$ cat src/rtl/clk_div_monitor.sv
`default_nettype none
// ============================================================================
// Module : clk_div_monitor
// Desc   : Measures period/high time of a divided clock sampled in clk_in,
//          reports lock, mismatch (sticky err) and stall. Optional macro
//          CLK_DIV_MON_SYNC_EN adds a 2-flop synchronizer on mon_clk.
// Rev    : 1.0
// ============================================================================
module clk_div_monitor #(
    parameter int EXP_DIV  = 4,
    parameter int TOL      = 0,
    parameter int LOCK_CNT = 4,
    parameter int CNT_W    = 16
) (
    input  logic             clk_in,
    input  logic             rst_n,
    input  logic             mon_clk,
    input  logic             clear,
    output logic [CNT_W-1:0] period,
    output logic [CNT_W-1:0] high_time,
    output logic             period_vld,
    output logic             locked,
    output logic             err,
    output logic             stall
);

    localparam int                 MATCH_W   = $clog2(LOCK_CNT + 1);
    localparam logic [MATCH_W-1:0] MATCH_TGT = MATCH_W'(LOCK_CNT);
    localparam logic [CNT_W-1:0]   TIMEOUT   = CNT_W'(2 * EXP_DIV);
    localparam logic [CNT_W-1:0]   CNT_MAX   = {CNT_W{1'b1}};
    localparam logic [CNT_W:0]     LO_LIM    = (TOL >= EXP_DIV) ? {(CNT_W+1){1'b0}}
                                                                : (CNT_W+1)'(EXP_DIV - TOL);
    localparam logic [CNT_W:0]     HI_LIM    = (CNT_W+1)'(EXP_DIV + TOL);

    typedef enum logic [1:0] {
        SEEK = 2'd0,
        ACQ  = 2'd1,
        LOCK = 2'd2
    } state_t;

    state_t             state, state_nxt;
    logic               s, s_d;
    logic [CNT_W-1:0]   cnt, hcnt;
    logic [MATCH_W-1:0] match, match_nxt, match_inc;
    logic               rise, in_tol, emit, lock_set, lock_clr, err_set, stall_set;

`ifdef CLK_DIV_MON_SYNC_EN
    logic sync_a, sync_b;

    always_ff @(posedge clk_in) begin
        if (!rst_n) begin
            sync_a <= 1'b0;
            sync_b <= 1'b0;
            s      <= 1'b0;
        end else begin
            sync_a <= mon_clk;
            sync_b <= sync_a;
            s      <= sync_b;
        end
    end
`else
    always_ff @(posedge clk_in) begin
        if (!rst_n) begin
            s <= 1'b0;
        end else begin
            s <= mon_clk;
        end
    end
`endif

    always_ff @(posedge clk_in) begin
        if (!rst_n) begin
            s_d <= 1'b0;
        end else begin
            s_d <= s;
        end
    end

    assign rise      = s & ~s_d;
    assign in_tol    = ({1'b0, cnt} >= LO_LIM) && ({1'b0, cnt} <= HI_LIM);
    assign match_inc = match + MATCH_W'(1);

    // The rise sample itself is the first cycle (and first high sample) of the
    // new period, so at the next rise cnt equals the period directly.
    always_ff @(posedge clk_in) begin
        if (!rst_n) begin
            cnt  <= '0;
            hcnt <= '0;
        end else if (rise) begin
            cnt  <= CNT_W'(1);
            hcnt <= CNT_W'(1);
        end else begin
            if (cnt != CNT_MAX) begin
                cnt <= cnt + CNT_W'(1);
            end
            if (s && (hcnt != CNT_MAX)) begin
                hcnt <= hcnt + CNT_W'(1);
            end
        end
    end

    always_comb begin
        state_nxt = state;
        match_nxt = match;
        emit      = 1'b0;
        lock_set  = 1'b0;
        lock_clr  = 1'b0;
        err_set   = 1'b0;
        stall_set = 1'b0;
        case (state)
            SEEK: begin
                if (rise) begin
                    state_nxt = ACQ;
                    match_nxt = '0;
                end
            end
            ACQ: begin
                if (rise) begin
                    emit = 1'b1;
                    if (in_tol) begin
                        match_nxt = match_inc;
                        if (match_inc == MATCH_TGT) begin
                            state_nxt = LOCK;
                            lock_set  = 1'b1;
                        end
                    end else begin
                        match_nxt = '0;
                    end
                end else if (cnt == TIMEOUT) begin
                    stall_set = 1'b1;
                    lock_clr  = 1'b1;
                    match_nxt = '0;
                    state_nxt = SEEK;
                end
            end
            LOCK: begin
                if (rise) begin
                    emit = 1'b1;
                    if (!in_tol) begin
                        err_set   = 1'b1;
                        lock_clr  = 1'b1;
                        match_nxt = '0;
                        state_nxt = ACQ;
                    end
                end else if (cnt == TIMEOUT) begin
                    stall_set = 1'b1;
                    err_set   = 1'b1;
                    lock_clr  = 1'b1;
                    match_nxt = '0;
                    state_nxt = SEEK;
                end
            end
            default: begin
                state_nxt = SEEK;
                match_nxt = '0;
            end
        endcase
    end

    always_ff @(posedge clk_in) begin
        if (!rst_n) begin
            state      <= SEEK;
            match      <= '0;
            period     <= '0;
            high_time  <= '0;
            period_vld <= 1'b0;
            locked     <= 1'b0;
            err        <= 1'b0;
            stall      <= 1'b0;
        end else begin
            state      <= state_nxt;
            match      <= match_nxt;
            period_vld <= emit;
            if (emit) begin
                period    <= cnt;
                high_time <= hcnt;
            end
            if (lock_set) begin
                locked <= 1'b1;
            end else if (lock_clr) begin
                locked <= 1'b0;
            end
            // An error event beats a simultaneous clear.
            if (err_set) begin
                err <= 1'b1;
            end else if (clear) begin
                err <= 1'b0;
            end
            if (stall_set) begin
                stall <= 1'b1;
            end else if (rise) begin
                stall <= 1'b0;
            end
        end
    end

endmodule
`default_nettype wire

$ cat config.mk
export PLATFORM = sky130hd
export DESIGN_NAME = clk_div_monitor
export DESIGN_NICKNAME = d
export VERILOG_FILES = /design/src/rtl/clk_div_monitor.sv
export SDC_FILE = /design/constraint.sdc
export NUM_CORES = 1
export LEC_CHECK = 0
export ABC_AREA = 1
export CORE_UTILIZATION = 40
export CTS_CLUSTER_DIAMETER = 150
export DETAILED_ROUTE_END_ITERATION = 6
export GPL_ROUTABILITY_DRIVEN = 1
export PLACE_DENSITY = 0.64
export SLEW_MARGIN = 0
export SYNTH_ARGS = -nofsm -noshare
export SYNTH_HDL_FRONTEND = slang
export SYNTH_SLANG_ARGS = --single-unit
$ cat constraint.sdc
create_clock -name clk_in -period 4.6 [get_ports clk_in]
set_input_delay 0.69 -clock clk_in [delete_from_list [all_inputs] [get_ports clk_in]]
set_output_delay 0.69 -clock clk_in [all_outputs]
set_load 0.05 [all_outputs]
Word level (Yosys, flattened, before mapping)
Cells that the tools add are included.
{"block": "totals", "regBits": 75, "inputBits": 4, "out_inout_bits": 36, "word_cells": 82}
{"block": "op_classes", "n_addsub": 3, "magnitude_cmp": 2, "eq_ne": 10, "muxes": 38, "n_bitwise": 3, "n_reduce_logical": 12}
{"cell": "adder 16 x 1 -> 16 bit, second input constant", "count": 2}
{"cell": "!= test 16 bit, second input constant", "count": 2}
{"cell": "2-to-1 mux 1 bit", "count": 22}
{"cell": "2-to-1 mux 3 bit", "count": 6}
{"cell": "equality test 16 x 4 -> 1 bit, second input constant", "count": 1}
{"cell": "greater-or-equal comparator 16 x 3 -> 1 bit, second input constant", "count": 1}
{"cell": "<= comparator 16 x 3 -> 1 bit, second input constant", "count": 1}
{"cell": "2-to-1 mux 2 bit", "count": 7}
{"cell": "nonzero test 2 bit", "count": 5}
{"cell": "!= test 3 bit, second input constant", "count": 3}
{"cell": "case mux 3 bit (3 select lines)", "count": 1}
{"cell": "case mux 2 bit (3 select lines)", "count": 1}
{"cell": "AND reduction 4 bit", "count": 1}
{"cell": "OR reduction 2 bit", "count": 2}
{"cell": "adder 3 x 1 -> 3 bit, second input constant", "count": 1}
{"cell": "equality test 3 bit, second input constant", "count": 1}
{"cell": "equality test 2 x 1 -> 1 bit, second input constant", "count": 1}
{"cell": "equality test 2 bit, second input constant", "count": 1}
{"cell": "logical AND 1 bit", "count": 2}
{"cell": "zero test 2 bit", "count": 1}
{"cell": "!= test 2 bit, second input constant", "count": 1}
{"cell": "inverter 1 bit", "count": 2}
{"cell": "case mux 1 bit (2 select lines)", "count": 1}
{"cell": "AND reduction 2 bit", "count": 1}
{"cell": "bitwise AND 1 bit", "count": 1}

Depth between registers and ports, before layout
{"block": "logic_depth", "depth_word": 7, "ltp_mapped": 11, "ltp_nobuf": 11}

Worst setup path after synthesis
OpenSTA, ideal clock, no wires.
{"block": "synth_timing", "path_kind": "reg-to-reg", "from": "reg state[0]", "to": "reg high_time[1]", "setup_ns": 0.070, "arrival_time_ns": 1.470, "required_ns": 4.530, "setup_slack_ns": 3.060, "path_stages_with_launch": 8, "path_buffers": 2, "period_less_slack_ns": 1.540, "path_cell_list": "dfxtp_1 > inv_1 > ha_1 > clkbuf_1 > nand2_1 > clkbuf_1 > nand2_1 > a21oi_1"}
{"block": "synth_between", "elab_chain_cells": 3, "word_cells_on_any_way": 4, "classes_between": "eq/ne (2); mux (1); reduce/logical (1)"}
{"element": "from (decl)", "line": "41", "source": "state_t state, state_nxt;"}
{"element": "from (signal assigned)", "line": "171", "source": "state <= state_nxt;"}
{"element": "equality test 2 bit / equality test 2 x 1 -> 1 bit (equally long branches)", "line": "110", "source": "case (state)"}
{"element": "OR reduction 2 bit (no source line) (*)"}
{"element": "2-to-1 mux 1 bit (*)"}
{"element": "to (signal assigned)", "line": "176", "source": "high_time <= hcnt;"}
{"element": "to (decl)", "line": "20", "source": "output logic [CNT_W-1:0] high_time,"}
Mark *: on every way between the ends. The rest lies on a longest branch, timed or not.
A chain may end at the register's enable or synchronous reset.

Worst setup path in the final report
{"block": "layout_timing", "from": "reg s", "to": "reg hcnt[14]"}
{"block": "layout_between", "elab_chain_cells": 2, "word_cells_on_any_way": 3, "classes_between": "bitwise (1); reduce/logical (2)"}
{"element": "from (decl)", "line": "42", "source": "logic s, s_d;"}
{"element": "from (signal assigned)", "line": "66", "source": "s <= mon_clk;"}
{"element": "bitwise AND 1 bit", "line": "79", "source": "assign rise = s & ~s_d;"}
{"element": "OR reduction 2 bit (no source line)"}
{"element": "to (signal assigned)", "line": "97", "source": "hcnt <= hcnt + CNT_W'(1);"}
{"element": "to (decl)", "line": "43", "source": "logic [CNT_W-1:0] cnt, hcnt;"}
Parallel ways exist; a longest one is shown, timed or not.

==> impl_metrics.tcl <==
set metrics [dict create \
    status "complete, but fails checks" \
    violations "DRC" \
    worst-path-buf-inv 3 \
    post_cts_resized 0 \
    core_um2 8810 \
    crit_chain "nand2_1, inv_1, buf_4, nor2_1, inv_1, a21oi_1" \
    comb_power_share_pct 12.0 \
    cts_made_buffers 9 \
    ys_async_sr_fraction_pct 0 \
    vias 3328 \
    setup_tns_ps 0 \
    wl_per_cell_um 12.2 \
    min_path_type "flop to flop" \
    fin_cells 662 \
    dp_cells 646 \
    slowest_stage "inv_1" \
    n_fill_cell 882 \
    power.switching_uw 378 \
    cts_max_level 3 \
    finalCritPeriodShare_pct 50.0 \
    cts_tree "built" \
    relSlewSlack_pct 33.4 \
    p_int_uw 906 \
    root_buffer "clkbuf_8" \
    synth_most_common_cell "nand2_1" \
    grt_max_degree 41 \
    grt_pass1_wl_mm 14.6 \
    critPathMaxFanout 23 \
    globalplace.congestion 0.886 \
    grt-ovfl-total 0 \
    multi_input_area_um2 1880 \
    yosys_warnings 0 \
    post_cts_buffers 0 \
    final.min_clock_period_ps 2300 \
    cp_top_family "buffers and inverters" \
    synth_area_um2 3680 \
    rsz0062_at_grt "no" \
    wl_mm 8.11 \
    powerDensity_nw_per_um2 297 \
    synth-main-ff-cell "dfxtp_1" \
    grt_util_all_layers_pct 18.6 \
    ys_types 33 \
    row_count 34 \
    drc_errors 1 \
    regArea_um2 1500 \
    diodes 0 \
    die_h_um 97.9 \
    clkLatencyLatePin_ps 350 \
    fmax_mhz 435 \
    synth_top_area_share_pct 40.8 \
    netlist_top_cells_count "126 x nand2_1, 75 x dfxtp_1, 59 x nand3_1" \
    start_util_pct 41.8 \
    power.total_mw 1.28 \
    layout-drive-gt1-share_pct 9.39 \
    dr.first_iter.drc_count 95 \
    dr.pass1.iters 6 \
    crit_top_cell "inv_1" \
    syn_inst 515 \
    antenna_found_initial 0 \
    final_area_um2 4320 \
    io_buffers 39 \
    synth_edf_count 0 \
    maxSlewViolCount 0 \
    clkPwrFrac_pct 36.1 \
    synth-seq-cells 75 \
    via_per_inst 5.03 \
    ys_top_cells_by_area "dfxtp_1 41%, nand2_1 13%, nand3_1 8.0%" \
    finalSetupViolations 0 \
    irDropWorstVdd_mv 0.149 \
    dp_hpwl_mm 5.55 \
    finalNetCount 562 \
    num_io_pins 40 \
    placed_cell_area_um2 4140 \
    cp_slowest_stage_delay_ps 550 \
    synth_area_leader_cell "dfxtp_1" \
    critical_path_arrival_ps 2500 \
    clkTransAtPathRegs_ps 80 \
    seq_power_share_pct 51.9 \
    avgSynthCellArea_um2 7.15 \
    sw_frac_of_total_pct 29.5 \
    startpoint_type "flop" \
    worstSetupPathType "flop to flop" \
    die_area_um2 9590 \
    worstMarginPinSlew_ps 996 \
    cts_buffer_depth 2 \
    fp.dieW_um 97.9 \
    ys_seq_area_share_pct 40.8 \
    holdWs_ps 454 \
    crit_required_ps 4800 \
    synth_fp_nets 528 \
    cts.sinks 75 \
    ctsHoldBuffers 0 \
    skew_ps 5.59 \
    ant_nets 0 \
    cap_violations 0 \
    hold_violations 0 \
    worstSetupEndpointType "flop" \
    area_growth_pct 17.4 \
    leakagePower_nw 1.61 \
    grt_pass1_vias 3212 \
]
cell type report:
class,instances,share of cell area (%)
Multi-Input combinational cell,367,43.6
Sequential cell,75,34.8
Timing Repair Buffer,44,9.90
Inverter,52,4.52
Clock buffer,10,3.19
Tap cell,108,3.13
Clock inverter,6,0.956
power by group through the flow:
| stage | logic [mW] | clock network, mW | registers [mW] |
|---|---|---|---|
| final | 0.154 | 0.464 | 0.666 |
| after detailed placement | 0.155 | 0 | 0.681 |
| after CTS | 0.155 | 0.478 | 0.666 |
| after global placement | 0.153 | 0 | 0.681 |
| after floorplan | 0.113 | 0 | 0.684 |
| after global routing | 0.175 | 0.505 | 0.668 |
tightest hold or removal path, delay by kind of cell, from the launching register on:
| kind | cells | cell delay [ps] |
|---|---|---|
| flip-flops | 1 | 330 |
| AND/OR/NAND/NOR | 1 | 60 |
| buffers and inverters | 1 | 30 |
cells in the final DEF (no fill, tap or decap), types with 6 or more instances in the layout:
cell type	netlist	final
nor2_2	7	7
nand2_1	126	126
nor3_1	6	6
nor2_1	42	42
nand3_1	59	59
clkbuf_8	0	10
inv_1	46	46
xor2_1	10	10
clkdlybuf4s50_1	0	39
dfxtp_1	75	75
a21oi_1	57	57
inv_2	6	6
o21ai_0	11	11
ha_1	9	9
sequential cells by signal, indices dropped and copies added, names as in the netlist:
register and cells:
cnt 16, err 1, hcnt 16, high_time 16, locked 1, match 3, period 16, period_vld 1
s 1, s_d 1, stall 1, state 2
routing by layer:
metal | vias to the layer above | global-route usage (%) | routed length, um
met3 | 11 | 2.86 | 283
li1 | 1737 | - | -
met1 | 1517 | 25.3 | 4120
met4 | 0 | 8.86 | 129
met2 | 63 | 28.8 | 3570
met5 | - | 0 | 0
worst paths after layout:
| kind | depth (start not counted) | end | slack, ps | from |
|---|---|---|---|---|
| setup / recovery | 6 | hcnt[14] | 2300 | s |
| hold / removal | 2 | s_d | 450 | s |
| setup reg to reg | 6 | hcnt[14] | 2300 | s |
| hold reg to reg | 2 | s_d | 450 | s |
metrics by stage:
step	setup WS (ps)	util (%)
after floorplan	3060	-
after global placement	2380	47.0
after detailed placement	2290	47.0
after CTS	2260	49.1
after global routing	2070	49.1
final	2300	49.1
cell families (layout without fill, tap and decap cells):
group / Yosys count / in the layout / share of synthesized area [%]
adder cells (fa/ha/maj): 9 / 9 / 3.06
AND/OR/NAND/NOR: 264 / 264 / 33.0
AO/OA/AOI/OAI: 79 / 79 / 11.5
XOR/XNOR: 15 / 15 / 3.57
buffers and inverters: 73 / 112 / 8.06
flip-flops: 75 / 75 / 40.8
(Power assumes the default switching activity.)
